[config.mk]
export PLATFORM = sky130hd
export DESIGN_NAME = seven_seg_driver
export DESIGN_NICKNAME = d
export VERILOG_FILES = /design/src/rtl/seven_seg_driver.sv
export SDC_FILE = /design/constraint.sdc
export NUM_CORES = 1
export LEC_CHECK = 0
export CORE_ASPECT_RATIO = 2
export CORE_MARGIN = 2
export CORE_UTILIZATION = 25
export DETAILED_ROUTE_END_ITERATION = 8
export SYNTH_ARGS = -nofsm -noshare
export SYNTH_HDL_FRONTEND = slang
export SYNTH_SLANG_ARGS = --single-unit
[constraint.sdc]
create_clock -name clk -period 3.1 [get_ports clk]
set_clock_uncertainty 0.05 [all_clocks]
set_input_delay 0.775 -clock clk [delete_from_list [all_inputs] [get_ports clk]]
set_output_delay 0.775 -clock clk [all_outputs]
set_load 0.02 [all_outputs]
[src/rtl/seven_seg_driver.sv]
// Four-digit multiplexed seven-segment driver with a sequential
// double-dabble binary-to-BCD converter.
// Optional feature macro: LEADING_ZERO_BLANK_EN (blank leading zero digits).
module seven_seg_driver #(
    parameter int unsigned REFRESH_BITS = 18
) (
    input  logic        clk,
    input  logic        rst,
    input  logic [12:0] num,
    output logic [3:0]  anode,
    output logic [6:0]  cathode,
    output logic        upd
);

    localparam int unsigned NUM_W = 13;
    localparam int unsigned BCD_W = 16;
    localparam int unsigned CNT_W = 4;

    typedef enum logic [1:0] {
        IDLE  = 2'd0,
        SHIFT = 2'd1,
        LOAD  = 2'd2
    } state_t;

    state_t                  state_q, state_d;
    logic [CNT_W-1:0]        cnt_q, cnt_d;
    logic [NUM_W-1:0]        shift_q, shift_d;
    logic [BCD_W-1:0]        scratch_q, scratch_d;
    logic [BCD_W-1:0]        disp_q, disp_d;
    logic                    upd_q, upd_d;
    logic [REFRESH_BITS-1:0] refresh_q, refresh_d;
    logic [BCD_W-1:0]        adj;

    logic [1:0] sel;
    logic [3:0] digit;
    logic       blank;

    // State and datapath registers
    always_ff @(posedge clk or negedge rst) begin
        if (!rst) begin
            state_q   <= IDLE;
            cnt_q     <= '0;
            shift_q   <= '0;
            scratch_q <= '0;
            disp_q    <= '0;
            upd_q     <= 1'b0;
            refresh_q <= '0;
        end else begin
            state_q   <= state_d;
            cnt_q     <= cnt_d;
            shift_q   <= shift_d;
            scratch_q <= scratch_d;
            disp_q    <= disp_d;
            upd_q     <= upd_d;
            refresh_q <= refresh_d;
        end
    end

    // Conversion FSM: capture, 13 add-3/shift steps, then publish to display
    always_comb begin
        state_d   = state_q;
        cnt_d     = cnt_q;
        shift_d   = shift_q;
        scratch_d = scratch_q;
        disp_d    = disp_q;
        upd_d     = 1'b0;
        adj       = scratch_q;
        refresh_d = refresh_q + REFRESH_BITS'(1);

        for (int i = 0; i < 4; i++) begin
            if (scratch_q[4*i +: 4] >= 4'd5) begin
                adj[4*i +: 4] = scratch_q[4*i +: 4] + 4'd3;
            end
        end

        case (state_q)
            IDLE: begin
                shift_d   = num;
                scratch_d = '0;
                cnt_d     = CNT_W'(NUM_W);
                state_d   = SHIFT;
            end
            SHIFT: begin
                {scratch_d, shift_d} = {adj[BCD_W-2:0], shift_q, 1'b0};
                cnt_d = cnt_q - CNT_W'(1);
                if (cnt_q == CNT_W'(1)) begin
                    state_d = LOAD;
                end
            end
            LOAD: begin
                disp_d  = scratch_q;
                upd_d   = 1'b1;
                state_d = IDLE;
            end
            default: begin
                state_d = IDLE;
            end
        endcase
    end

    assign upd = upd_q;

    // Digit scan: top two refresh bits pick the active digit
    always_comb begin
        sel   = refresh_q[REFRESH_BITS-1 -: 2];
        anode = 4'b1110;
        digit = disp_q[3:0];
        blank = 1'b0;
        case (sel)
            2'd0: begin anode = 4'b1110; digit = disp_q[3:0];   end
            2'd1: begin anode = 4'b1101; digit = disp_q[7:4];   end
            2'd2: begin anode = 4'b1011; digit = disp_q[11:8];  end
            default: begin anode = 4'b0111; digit = disp_q[15:12]; end
        endcase
`ifdef LEADING_ZERO_BLANK_EN
        // A digit is a leading zero when it and every higher digit are zero
        case (sel)
            2'd1:    blank = (disp_q[15:4]  == 12'd0);
            2'd2:    blank = (disp_q[15:8]  == 8'd0);
            2'd3:    blank = (disp_q[15:12] == 4'd0);
            default: blank = 1'b0;
        endcase
`else
        blank = 1'b0;
`endif
    end

    // Segment decode, active-low {a,b,c,d,e,f,g}
    always_comb begin
        cathode = 7'b1111111;
        if (!blank) begin
            case (digit)
                4'd0:    cathode = 7'b0000001;
                4'd1:    cathode = 7'b1001111;
                4'd2:    cathode = 7'b0010010;
                4'd3:    cathode = 7'b0000110;
                4'd4:    cathode = 7'b1001100;
                4'd5:    cathode = 7'b0100100;
                4'd6:    cathode = 7'b0100000;
                4'd7:    cathode = 7'b0001111;
                4'd8:    cathode = 7'b0000000;
                4'd9:    cathode = 7'b0000100;
                default: cathode = 7'b1111111;
            endcase
        end
    end

endmodule

# --- Yosys cells after proc, flatten, opt, wreduce, memory -nomap -nowiden ---
# Memories as Yosys holds them, arrays and structs flattened.
# Index checks and enable logic that the tools add are counted.
word_totals:
  regBits: 70
  rom_bits: 112
  input_bits: 15
  out_inout_bits: 12
  word_cells: 39
  mem_count: 1
classes:
  addsub: 6
  n_lt_le_gt_ge: 4
  n_eq_ne: 6
  mux: 12
  reduce_logical: 3
mem_list:
  columns: ["name", "words", "width", "read_ports", "rd_ports_with_merged_regs", "write_ports", "line", "source"]
  rows:
  - ["(no name shown)", 16, 7, 1, 0, 0, "132", "case (digit)"]
ops:
  columns: ["operator", "n"]
  rows:
  - ["$pmux 16 s2", 1]
  - ["$pmux 13 s2", 1]
  - ["$pmux 4 s3", 2]
  - ["$add 18x1->18 const B", 1]
  - ["$ge 4x3->1 const B", 4]
  - ["$add 4x2->4 const B", 3]
  - ["$mux 4", 3]
  - ["$pmux 4 s2", 1]
  - ["$eq 2x1->1 const B", 2]
  - ["$eq 2x2->1 const B", 2]
  - ["$eq 4x1->1 const B", 1]
  - ["$logic_not 2->1", 2]
  - ["$pmux 2 s2", 1]
  - ["$sub 4x1->4 const B", 1]
  - ["$add 3x2->3 const B", 1]
  - ["$mux 3", 1]
  - ["$mux 2", 1]
  - ["$ne 2x2->1 const B", 1]
  - ["$reduce_bool 2->1", 1]
  - ["$mux 1", 1]

# --- Depth between registers and ports, before layout ---
logic_depth:
  word_depth: 3
  depth_mapped: 7
  mapped_depth_nobuf: 6

# --- Worst setup path after synthesis ---
# OpenSTA, ideal clock, no wires.
synth_path:
  path_type: "register to output"
  from: "register refresh_q[16]"
  to: "output cathode[3]"
  arrival_ns: 1.754
  required_time_ns: 2.275
  setup_slack_ns: 0.521
  stages_incl_launch_ff: 7
  n_path_buf: 1
  cell_sequence: "dfrtp_1 > buf_6 > mux4_2 > ha_1 > nand2b_1 > a21oi_1 > nor2_1"
synth_via:
  elab_chain_len: 3
  word_cells_on_any_way: 5
  classes_between: "eq/ne (2); mux (1); reduce/logical (1); memory (1)"
synth_rtl:
  columns: ["element", "line", "source"]
  rows:
  - ["from (decl)", "31", "logic [REFRESH_BITS-1:0] refresh_q, refresh_d;"]
  - ["from (signal assigned)", "55", "refresh_q <= refresh_d;"]
  - ["$eq 2x2->1, or another cell as far along", "109", "case (sel)"]
  - ["$pmux 4 s3 (*)", "109", null]
  - ["$mem_v2 16x7 (*)", null, null]
  - ["to (decl)", "11", "output logic [6:0] cathode,"]
# Every way passes the cells marked *; elsewhere a longest branch is shown, timed or not.

# --- Final worst setup path ---
layout_path:
  from: "register refresh_q[16]"
  to: "output cathode[5]"
# Same word-level chain as after synthesis.

==> results.toml <==
[detailed_routing]
vias = 2431
vias_per_cell = 4.63
drc = 0
wl_microns = 6640
antenna_left = 0
post_drt_wl_per_cell_microns = 12.6
drt_iter0_drc = 154
drt_pass1_iterations = 4

[layout]
drive_gt1_share_pct = 14.1
fillCellCount = 1412
layout_common_cells = "dfrtp_1, nand2_1, o21ai_0"
antennaDiodeCount = 0
final_util_pct = 31.4
synthToLayoutAreaGrowth_pct = 22.5
final_common_cell = "dfrtp_1"
nets = 397
final_cell_count_no_fill = 525

[clocking]
clk_pin_slew_ns = 0.05
clk_latency_ns = 0.32
cts_tree = "done"
clockRootBuffer = "clkbuf_16"
clockBufferDepth = 2
cts.sinks = 70
cts_hold_buf = 0
cts_buffers = 9
htree_num_levels = 3

[sta]
hold_viol = 0
setup_violations = 0
post-route-period-util_pct = 95.4
rsz0062_at_grt = "false"
maxSlewViolCount = 0
layout_setup_ws_ns = 0.141
fin_tns_setup_ns = 0
max_freq_mhz = 338
fin_crit_ns = 2.96
maxSlewHeadroom_pct = 51.4
worst_pin_slew_ns = 0.729

[synth]
yosysSeqAreaShare_pct = 50.6
synthMuxAreaShare_pct = 10.6
syn_area_sq_um = 3460
yosys.cell_types.count = 33
synth_nets = 363
synth_warnings = 0
syn_inst = 332
synth_area_per_cell_sq_um = 10.4
synth-simple-area-share_pct = 14.0
synth_fa_ha_area_share_pct = 5.79
synth_xor_area_share_pct = 5.82
synth_top_family_by_area = "simple AND/OR/NAND/NOR gates"
synth_compound_gate_area_share_pct = 9.80
ys_seq_elements = 70

[worst_setup_path]
criticalPathCategory = "register to output pin"
start_kind = "register"
worstPathArrival_ns = 2.13
cp.required_ns = 2.27
end_kind = "output pin"
critPathMaxFanout = 4

[global_route]
grt_usage_pct = 10.0
grt_remaining_overflow = 0
antenna_found_initial = 0
grt_pass1_wl_microns = 11600
grt_pass1_vias = 2533
grt_max_degree = 71

[floorplanning]
start_util_pct = 25.6
coreArea_sq_um = 13500
die_w_microns = 87.2
die-area_sq_um = 14900
std_cell_rows = 60
ios = 27
die_y_microns = 170

[placed_design]
port_buffers = 26
place_ws_ns = 0.0277
dp.cells = 506
hpwl_microns = 4610
globalplace.congestion = 0.739

[pwr]
ir_drop_mv = 0.262
p_per_area_nw_per_um2 = 622
leakage_nw = 1.99

[flow_run]
maxCapViolCount = 0

[hold_path]
worstHoldPathType = "register to register"

[outcome]
status = "complete, no violations"
==> logic make-up after synthesis <==
logic type	Yosys count
mux	30
flops	70
simple gates	104
xor+xnor	23
fa+ha+maj	16
compound gates	60
buf+inv	29
==> metal layers <==
| layer | vias up | GRT usage [%] | part of all wire [%] |
|---|---|---|---|
| li1 | 1197 | - | - |
| met1 | 1178 | 10.0 | 37 |
| met2 | 43 | 18.2 | 57 |
| met3 | 13 | 2.04 | 2.4 |
| met4 | 0 | 6.15 | 3.6 |
| met5 | - | 0 | 0 |
==> power breakdown <==
group / total (W) / internal, W / switching [W]
Combinational: 0.000544 / 0.000249 / 0.000295
Clock: 0.00104 / 0.000698 / 0.000344
Sequential: 0.00105 / 0.000992 / 0.0000598
Total: 0.00264 / 0.00194 / 0.000698
==> synth_stat cells <==
cell type  instances  area [sq um]
and3_1             4          25.0
dfrtp_1           70          1750
o31ai_1            3          22.5
a21oi_1           11          55.1
inv_1             15          56.3
nor2_1            16          60.1
a22o_1             7          61.3
nand2_1           50           188
nor2b_1            2          12.5
buf_6              1          11.3
xnor2_1           12           105
or2_1              1          6.26
mux4_2             4          90.1
buf_2              2          10.0
buf_1              1          3.75
ha_1              16           200
nor3b_2            1          12.5
nand3b_1           1          7.51
nand3_1            6          30.0
or2_2              2          12.5
o21ai_0           37           185
or3_1              1          6.26
nor4_1             1          6.26
or2b_1             1          7.51
a31oi_1            1          6.26
nand4_1            3          18.8
o22a_1             1          8.76
clkbuf_1          10          37.5
nor3_1             3          15.0
xor2_1            11          96.3
mux2_2            12           135
mux2i_1           14           140
nand2b_1          12          75.1
==> critical path, stage by stage (launching register included) <==
cell,delay (ns)
dfrtp_2,0.40
mux4_2,0.56
inv_2,0.11
ha_1,0.23
nand2b_1,0.16
nand2_1,0.07
clkdlybuf4s15_1,0.30
==> final cells by class <==
type | count | area [sq um] | share of cell area (%)
well taps | 155 | 194 | 4.58
clock inverters | 4 | 72.6 | 1.71
repair buffers | 36 | 317 | 7.47
flip-flops and latches | 70 | 1750 | 41.4
inverters | 15 | 56.3 | 1.33
multi-input cells | 234 | 1610 | 38.0
clock buffers | 11 | 233 | 5.49
==> registers in the layout, indices dropped and copies added (netlist names) <==
name and flops:
refresh_q 18, scratch_q 16, upd 1, cnt_q 4
state_q 2, shift_q 13, disp_q 16
==> final timing paths <==
| kind | startpoint | end | slack (ns) | cells after the start |
|---|---|---|---|---|
| setup / recovery | refresh_q[16] | cathode[5] | 0.14 | 6 |
| min in group asynchronous | rst | scratch_q[2] | 0.43 | 2 |
| setup reg to reg | scratch_q[0] | scratch_q[2] | 1.29 | 6 |
| hold reg to reg | refresh_q[14] | refresh_q[14] | 0.41 | 1 |
| max in group asynchronous | rst | refresh_q[16] | 2.26 | 2 |
| hold / removal | refresh_q[14] | refresh_q[14] | 0.41 | 1 |
==> timing repair <==
item	4_1_cts	5_1_grt
setup endpoints to repair	7	6
gates resized for setup	10	13
setup buffers	1	2
gates cloned	1	0
==> through the flow <==
step	power [W]	hold WS, ns	instance area [sq um]
3_3_place_gp	0.00161	0.397	3910
4_1_cts	0.00267	0.419	4240
5_1_grt	0.00279	0.440	4240
6_report	0.00264	0.413	4240
3_5_place_dp	0.00163	0.411	3910
2_1_floorplan	0.00138	0.384	3460
Note: power is estimated with default switching activity, not from simulation.
